$ cat config.mk
export PLATFORM = sky130hd
export DESIGN_NAME = seven_seg_scan_driver
export DESIGN_NICKNAME = d
export VERILOG_FILES = /design/src/rtl/seven_seg_pkg.sv /design/src/rtl/hex_to_7seg.sv /design/src/rtl/seven_seg_scan_driver.sv
export SDC_FILE = /design/constraint.sdc
export NUM_CORES = 1
export LEC_CHECK = 0
export CORE_UTILIZATION = 50
export CTS_BUF_LIST = sky130_fd_sc_hd__clkbuf_8
export DETAILED_ROUTE_END_ITERATION = 7
export PLACE_DENSITY_LB_ADDON = 0.2
export SLEW_MARGIN = 5
export SYNTH_ARGS = -nofsm -noshare
export SYNTH_HDL_FRONTEND = slang
export SYNTH_HIERARCHICAL = 1
export SYNTH_SLANG_ARGS = --single-unit
$ cat constraint.sdc
create_clock -name CLK -period 3.51 [get_ports CLK]
set_input_delay 0.8775 -clock CLK [delete_from_list [all_inputs] [get_ports CLK]]
set_output_delay 0.8775 -clock CLK [all_outputs]
set_load 0.1 [all_outputs]
$ cat src/rtl/seven_seg_pkg.sv
// Shared types and active-high glyph constants for the multiplexed 7-segment driver.
// Segment bit order is {g,f,e,d,c,b,a}.
package seven_seg_pkg;

  typedef logic [6:0] seg_t;

  localparam seg_t SEG_0   = 7'h3F;
  localparam seg_t SEG_1   = 7'h06;
  localparam seg_t SEG_2   = 7'h5B;
  localparam seg_t SEG_3   = 7'h4F;
  localparam seg_t SEG_4   = 7'h66;
  localparam seg_t SEG_5   = 7'h6D;
  localparam seg_t SEG_6   = 7'h7D;
  localparam seg_t SEG_7   = 7'h07;
  localparam seg_t SEG_8   = 7'h7F;
  localparam seg_t SEG_9   = 7'h6F;
  localparam seg_t SEG_A   = 7'h77;
  localparam seg_t SEG_B   = 7'h7C;
  localparam seg_t SEG_C   = 7'h39;
  localparam seg_t SEG_D   = 7'h5E;
  localparam seg_t SEG_E   = 7'h79;
  localparam seg_t SEG_F   = 7'h71;
  localparam seg_t SEG_OFF = 7'h00;

endpackage

$ cat src/rtl/hex_to_7seg.sv
// Combinational nibble to active-high segment pattern (hex glyphs 0-9, A, b, C, d, E, F).
module hex_to_7seg
  import seven_seg_pkg::*;
(
  input  logic [3:0] nibble,
  output seg_t       glyph
);

  always_comb begin
    glyph = SEG_OFF;
    case (nibble)
      4'h0: glyph = SEG_0;
      4'h1: glyph = SEG_1;
      4'h2: glyph = SEG_2;
      4'h3: glyph = SEG_3;
      4'h4: glyph = SEG_4;
      4'h5: glyph = SEG_5;
      4'h6: glyph = SEG_6;
      4'h7: glyph = SEG_7;
      4'h8: glyph = SEG_8;
      4'h9: glyph = SEG_9;
      4'hA: glyph = SEG_A;
      4'hB: glyph = SEG_B;
      4'hC: glyph = SEG_C;
      4'hD: glyph = SEG_D;
      4'hE: glyph = SEG_E;
      4'hF: glyph = SEG_F;
      default: glyph = SEG_OFF;
    endcase
  end

endmodule

$ cat src/rtl/seven_seg_scan_driver.sv
// Multiplexed 7-segment scanner: one digit per slot with a leading blank gap,
// double-buffered value swapped only at the frame boundary, registered pins.
module seven_seg_scan_driver
  import seven_seg_pkg::*;
#(
  parameter int DIGITS         = 4,
  parameter int DIGIT_CYCLES   = 25000,
  parameter int BLANK_CYCLES   = 500,
  parameter int SEG_ACTIVE_LOW = 1,
  parameter int DIG_ACTIVE_LOW = 1
) (
  input  logic                  CLK,
  input  logic                  RST,
  input  logic                  load,
  input  logic [4*DIGITS-1:0]   value,
  input  logic [DIGITS-1:0]     dp_in,
  input  logic                  lz_blank,
  output logic [6:0]            seg,
  output logic                  dp,
  output logic [DIGITS-1:0]     an,
  output logic                  frame_done
);

  localparam int CNT_W = $clog2(DIGIT_CYCLES);
  localparam int IDX_W = $clog2(DIGITS);

  localparam logic [CNT_W-1:0] CNT_LAST   = CNT_W'(DIGIT_CYCLES - 1);
  localparam logic [CNT_W-1:0] BLANK_LAST = CNT_W'(BLANK_CYCLES - 1);
  localparam logic [IDX_W-1:0] IDX_LAST   = IDX_W'(DIGITS - 1);

  localparam logic STATE_BLANK = 1'b0;
  localparam logic STATE_ON    = 1'b1;

  // XOR masks that turn active-high internal levels into pin levels.
  localparam seg_t              SEG_POL = (SEG_ACTIVE_LOW != 0) ? 7'h7F : 7'h00;
  localparam logic              DP_POL  = (SEG_ACTIVE_LOW != 0);
  localparam logic [DIGITS-1:0] AN_POL  = (DIG_ACTIVE_LOW != 0) ? '1 : '0;

  logic [CNT_W-1:0]    cnt_reg;
  logic [IDX_W-1:0]    idx_reg;
  logic                state_reg;
  logic [4*DIGITS-1:0] shadow_val_reg;
  logic [DIGITS-1:0]   shadow_dp_reg;
  logic [4*DIGITS-1:0] disp_val_reg;
  logic [DIGITS-1:0]   disp_dp_reg;
  seg_t                seg_reg;
  logic                dp_reg;
  logic [DIGITS-1:0]   an_reg;
  logic                frame_done_reg;

  logic slot_end;
  logic frame_end;
  assign slot_end  = (state_reg == STATE_ON) && (cnt_reg == CNT_LAST);
  assign frame_end = slot_end && (idx_reg == IDX_LAST);

  always_ff @(posedge CLK) begin
    if (RST) begin
      cnt_reg   <= '0;
      idx_reg   <= '0;
      state_reg <= STATE_BLANK;
    end else if (slot_end) begin
      cnt_reg   <= '0;
      state_reg <= STATE_BLANK;
      idx_reg   <= (idx_reg == IDX_LAST) ? '0 : idx_reg + IDX_W'(1);
    end else begin
      cnt_reg <= cnt_reg + CNT_W'(1);
      if (state_reg == STATE_BLANK && cnt_reg == BLANK_LAST) begin
        state_reg <= STATE_ON;
      end
    end
  end

  // A load landing on the boundary cycle bypasses the shadow so it is not lost for a frame.
  always_ff @(posedge CLK) begin
    if (RST) begin
      shadow_val_reg <= '0;
      shadow_dp_reg  <= '0;
      disp_val_reg   <= '0;
      disp_dp_reg    <= '0;
    end else begin
      if (load) begin
        shadow_val_reg <= value;
        shadow_dp_reg  <= dp_in;
      end
      if (frame_end) begin
        disp_val_reg <= load ? value : shadow_val_reg;
        disp_dp_reg  <= load ? dp_in : shadow_dp_reg;
      end
    end
  end

  logic [3:0]        nibbles [DIGITS];
  logic [DIGITS-1:0] upper_zero;

  // upper_zero[k]: nibble k and every nibble above it are zero.
  for (genvar gi = 0; gi < DIGITS; gi++) begin : g_digit
    assign nibbles[gi]    = disp_val_reg[4*gi +: 4];
    assign upper_zero[gi] = (disp_val_reg[4*DIGITS-1:4*gi] == '0);
  end

  logic [3:0] cur_nibble;
  seg_t       cur_glyph;
  logic       lz_suppress;
  assign cur_nibble  = nibbles[idx_reg];
  assign lz_suppress = lz_blank && (idx_reg != '0) && upper_zero[idx_reg];

  hex_to_7seg u_decode (
    .nibble (cur_nibble),
    .glyph  (cur_glyph)
  );

  seg_t              seg_next;
  logic              dp_next;
  logic [DIGITS-1:0] an_next;

  always_comb begin
    seg_next = SEG_OFF;
    dp_next  = 1'b0;
    an_next  = '0;
    if (state_reg == STATE_ON) begin
      an_next  = DIGITS'(1) << idx_reg;
      dp_next  = disp_dp_reg[idx_reg];
      seg_next = lz_suppress ? SEG_OFF : cur_glyph;
    end
  end

  always_ff @(posedge CLK) begin
    if (RST) begin
      seg_reg        <= SEG_OFF ^ SEG_POL;
      dp_reg         <= DP_POL;
      an_reg         <= AN_POL;
      frame_done_reg <= 1'b0;
    end else begin
      seg_reg        <= seg_next ^ SEG_POL;
      dp_reg         <= dp_next ^ DP_POL;
      an_reg         <= an_next ^ AN_POL;
      frame_done_reg <= frame_end;
    end
  end

  assign seg        = seg_reg;
  assign dp         = dp_reg;
  assign an         = an_reg;
  assign frame_done = frame_done_reg;

endmodule

==> results.toml <==
[run_status]
run_status = "complete, no violations"

[critical_path]
worst-path-stages = 5
criticalPathCategory = "reg2reg"
r2r-start = "cnt_reg[0]"
required_ns = 3.73
worstPathArrival_ns = 2.78
crit_path_end_kind = "register"
ff2ff_path_depth = 5
reg2reg_to = "disp_val_reg[6]"
cp_max_fo = 21
crit_end = "disp_val_reg[6]"
cp_slowest_stage_delay_ns = 0.50
regToRegSetupSlack_ns = 0.96
critPathTopFamily = "simple AND/OR/NAND/NOR gates"
cp_slowest_cell = "or4b_4"
path_cells = "ha_1 -> or4b_4 -> nor4_4 -> nand2_2 -> mux2_4"
crit_start = "cnt_reg[0]"
start_kind = "register"
cp_num_buf_inv = 0

[layout]
final_util_pct = 61.81
diodes = 0
area.growth.synth_to_final_pct = 16.70
drive_above_1_share_pct = 18.58
finalNetCount = 370

[hold_path]
hold_path_class = "reg2reg"

[place]
gp_congestion = 0.7929
port_buffers = 36
dp_hpwl_um = 3670

[drt]
drc_errors = 0
detail_route.first_pass.iterations = 4
antenna_left = 0
vias_per_cell = 5.191
totalWireLength_um = 5518
first_iter_violations = 111
num_vias = 2149
wl_per_cell_um = 13.33

[pwr]
peakVddDrop_mv = 0.3307
pwr_density_cell_nw_per_um2 = 410.1
leakage_uw = 0.001483

[yosys]
synth_top_area_cell = "dfxtp_1"
synth_common_cells = "71 x dfxtp_1, 43 x nor2_1, 24 x mux2i_1, 22 x nor2b_1, 19 x mux2_4"
syn_area_sq_um = 3192
post_synth.cell_area_avg_sq_um = 10.57
synth_top_area_share_pct = 44.53
yosysWarnings = 6
synth-seq-cells = 71
synth-edff-count = 0
synth_ff_type = "dfxtp_1"
yosysMostFrequentCell = "dfxtp_1"
asyncSetResetFlopFracSynth_pct = 0
synth_nets = 338
ys_types = 39
seq_area_frac_synth_pct = 44.53
yosys-top-cells-area = "dfxtp_1 45%, mux2_4 8.9%, mux2i_1 7.5%"
syn_inst = 302

[timing]
worst_pin_slew_ns = 0.8222
finalCritPeriodShare_pct = 72.76
slew_headroom_pct = 45.07
min_period_ns = 2.554
hold_viol_final = 0
setup_viol = 0
skew_ns = 0.009373
rsz0062_at_grt = "no"
fmax_ghz = 0.3916
final_max_slew_viol_count = 0
fin_setup_tns_ns = 0

[cts]
cts_tree = "yes"
clock_latency_ns = 0.34
cts_hold_buf = 0
clock_path_buffers = 2
path_clk_slew_ns = 0.07
cts_num_sinks = 71
cts_buffers = 9
h-tree-depth = 3
cts_setup_buffers = 0
cts.repair.resized = 0
cts_root_buf = "clkbuf_8"

[floorplanning]
dieArea_sq_um = 6707
start_util_pct = 52.97
die_h_um = 81.90
num_io_pins = 37
rows = 28
die_w_um = 81.90
fp.coreArea_sq_um = 6026

[grt]
antenna_found_initial = 0
grt_max_degree = 45
grt_pass1_wl_um = 9356
grt_use_total_pct = 18.62
overflow = 0
grt_pass1_vias = 2025

[flow_run]
maxCapViolCount = 0
layout make-up:
| type | count | area (sq um) |
|---|---|---|
| fillers | 535 | 2301 |
| multi-input cells | 203 | 1637 |
| flip-flops and latches | 71 | 1421 |
| repair buffers | 38 | 342.8 |
| clock buffers | 9 | 123.9 |
| well taps | 75 | 93.84 |
| clock inverters | 7 | 65.06 |
| inverters | 11 | 41.29 |
worst min-delay path by stage:
stage          startpoint    endpoint  slack [ns]  cells after the start
2_1_floorplan  cnt_reg[0]  cnt_reg[0]        0.43                      1
3_3_place_gp   cnt_reg[0]  cnt_reg[0]        0.44                      1
3_5_place_dp   cnt_reg[0]  cnt_reg[0]        0.45                      1
4_1_cts        cnt_reg[0]  cnt_reg[0]        0.47                      1
5_1_grt        cnt_reg[0]  cnt_reg[0]        0.49                      1
6_report       cnt_reg[0]  cnt_reg[0]        0.47                      1
metrics by stage:
stage	total power [uW]	setup WS (ns)	std cells	area, sq um	hold slack [ns]
after floorplan	888.8	1.290	302	3192	0.4294
after CTS	1547	0.9341	414	3725	0.4708
after detailed placement	923.2	0.9512	398	3536	0.4540
after global placement	922.5	1.007	398	3536	0.4446
final	1527	0.9561	414	3725	0.4659
after global routing	1594	0.7902	414	3725	0.4898
power by group:
group          switching (uW)  internal (uW)  leakage, uW  total, uW
clock                     301            323     0.000100        624
combinational            33.9           41.9     0.000806       75.8
sequential               6.27            821     0.000577        828
cells in the final DEF, fill, tap and decap left out, types with 9 or more instances in the layout:
cell,synthesis,routed
buf_4,1,15
mux2i_1,24,24
dfxtp_1,71,71
nor2_1,43,43
ha_1,12,12
clkbuf_8,0,9
inv_1,11,12
mux2_4,19,19
clkdlybuf4s50_1,0,23
nand3_1,13,13
xnor2_1,11,11
nor2b_1,22,22
layer usage:
layer | vias to the layer above | routed length (um) | global-route usage [%] | part of all wire (%)
met1 | 995 | 2682 | 24.28 | 49
met2 | 48 | 2561 | 28.60 | 46
li1 | 1100 | - | - | -
met3 | 6 | 191 | 4.333 | 3.5
met5 | - | 0 | 0 | 0
met4 | 0 | 83 | 9.474 | 1.5
worst reg2reg max path, delay by kind of cell (launching register included):
kind | cells | cell delay [ns]
AND/OR/NAND/NOR | 3 | 1.39
flip-flops | 1 | 0.37
multiplexers | 1 | 0.45
adder cells (fa/ha/maj) | 1 | 0.23
kinds of logic after synthesis:
| logic type | count (synthesis) | share of synthesized area, % |
|---|---|---|
| AND/OR/NAND/NOR | 115 | 18.62 |
| flip-flops | 71 | 44.53 |
| adder cells (fa/ha/maj) | 12 | 4.704 |
| XOR/XNOR | 13 | 3.567 |
| buffers and inverters | 28 | 4.194 |
| AO/OA/AOI/OAI | 10 | 2.156 |
| multiplexers | 53 | 22.23 |
(Power assumes the default switching activity.)
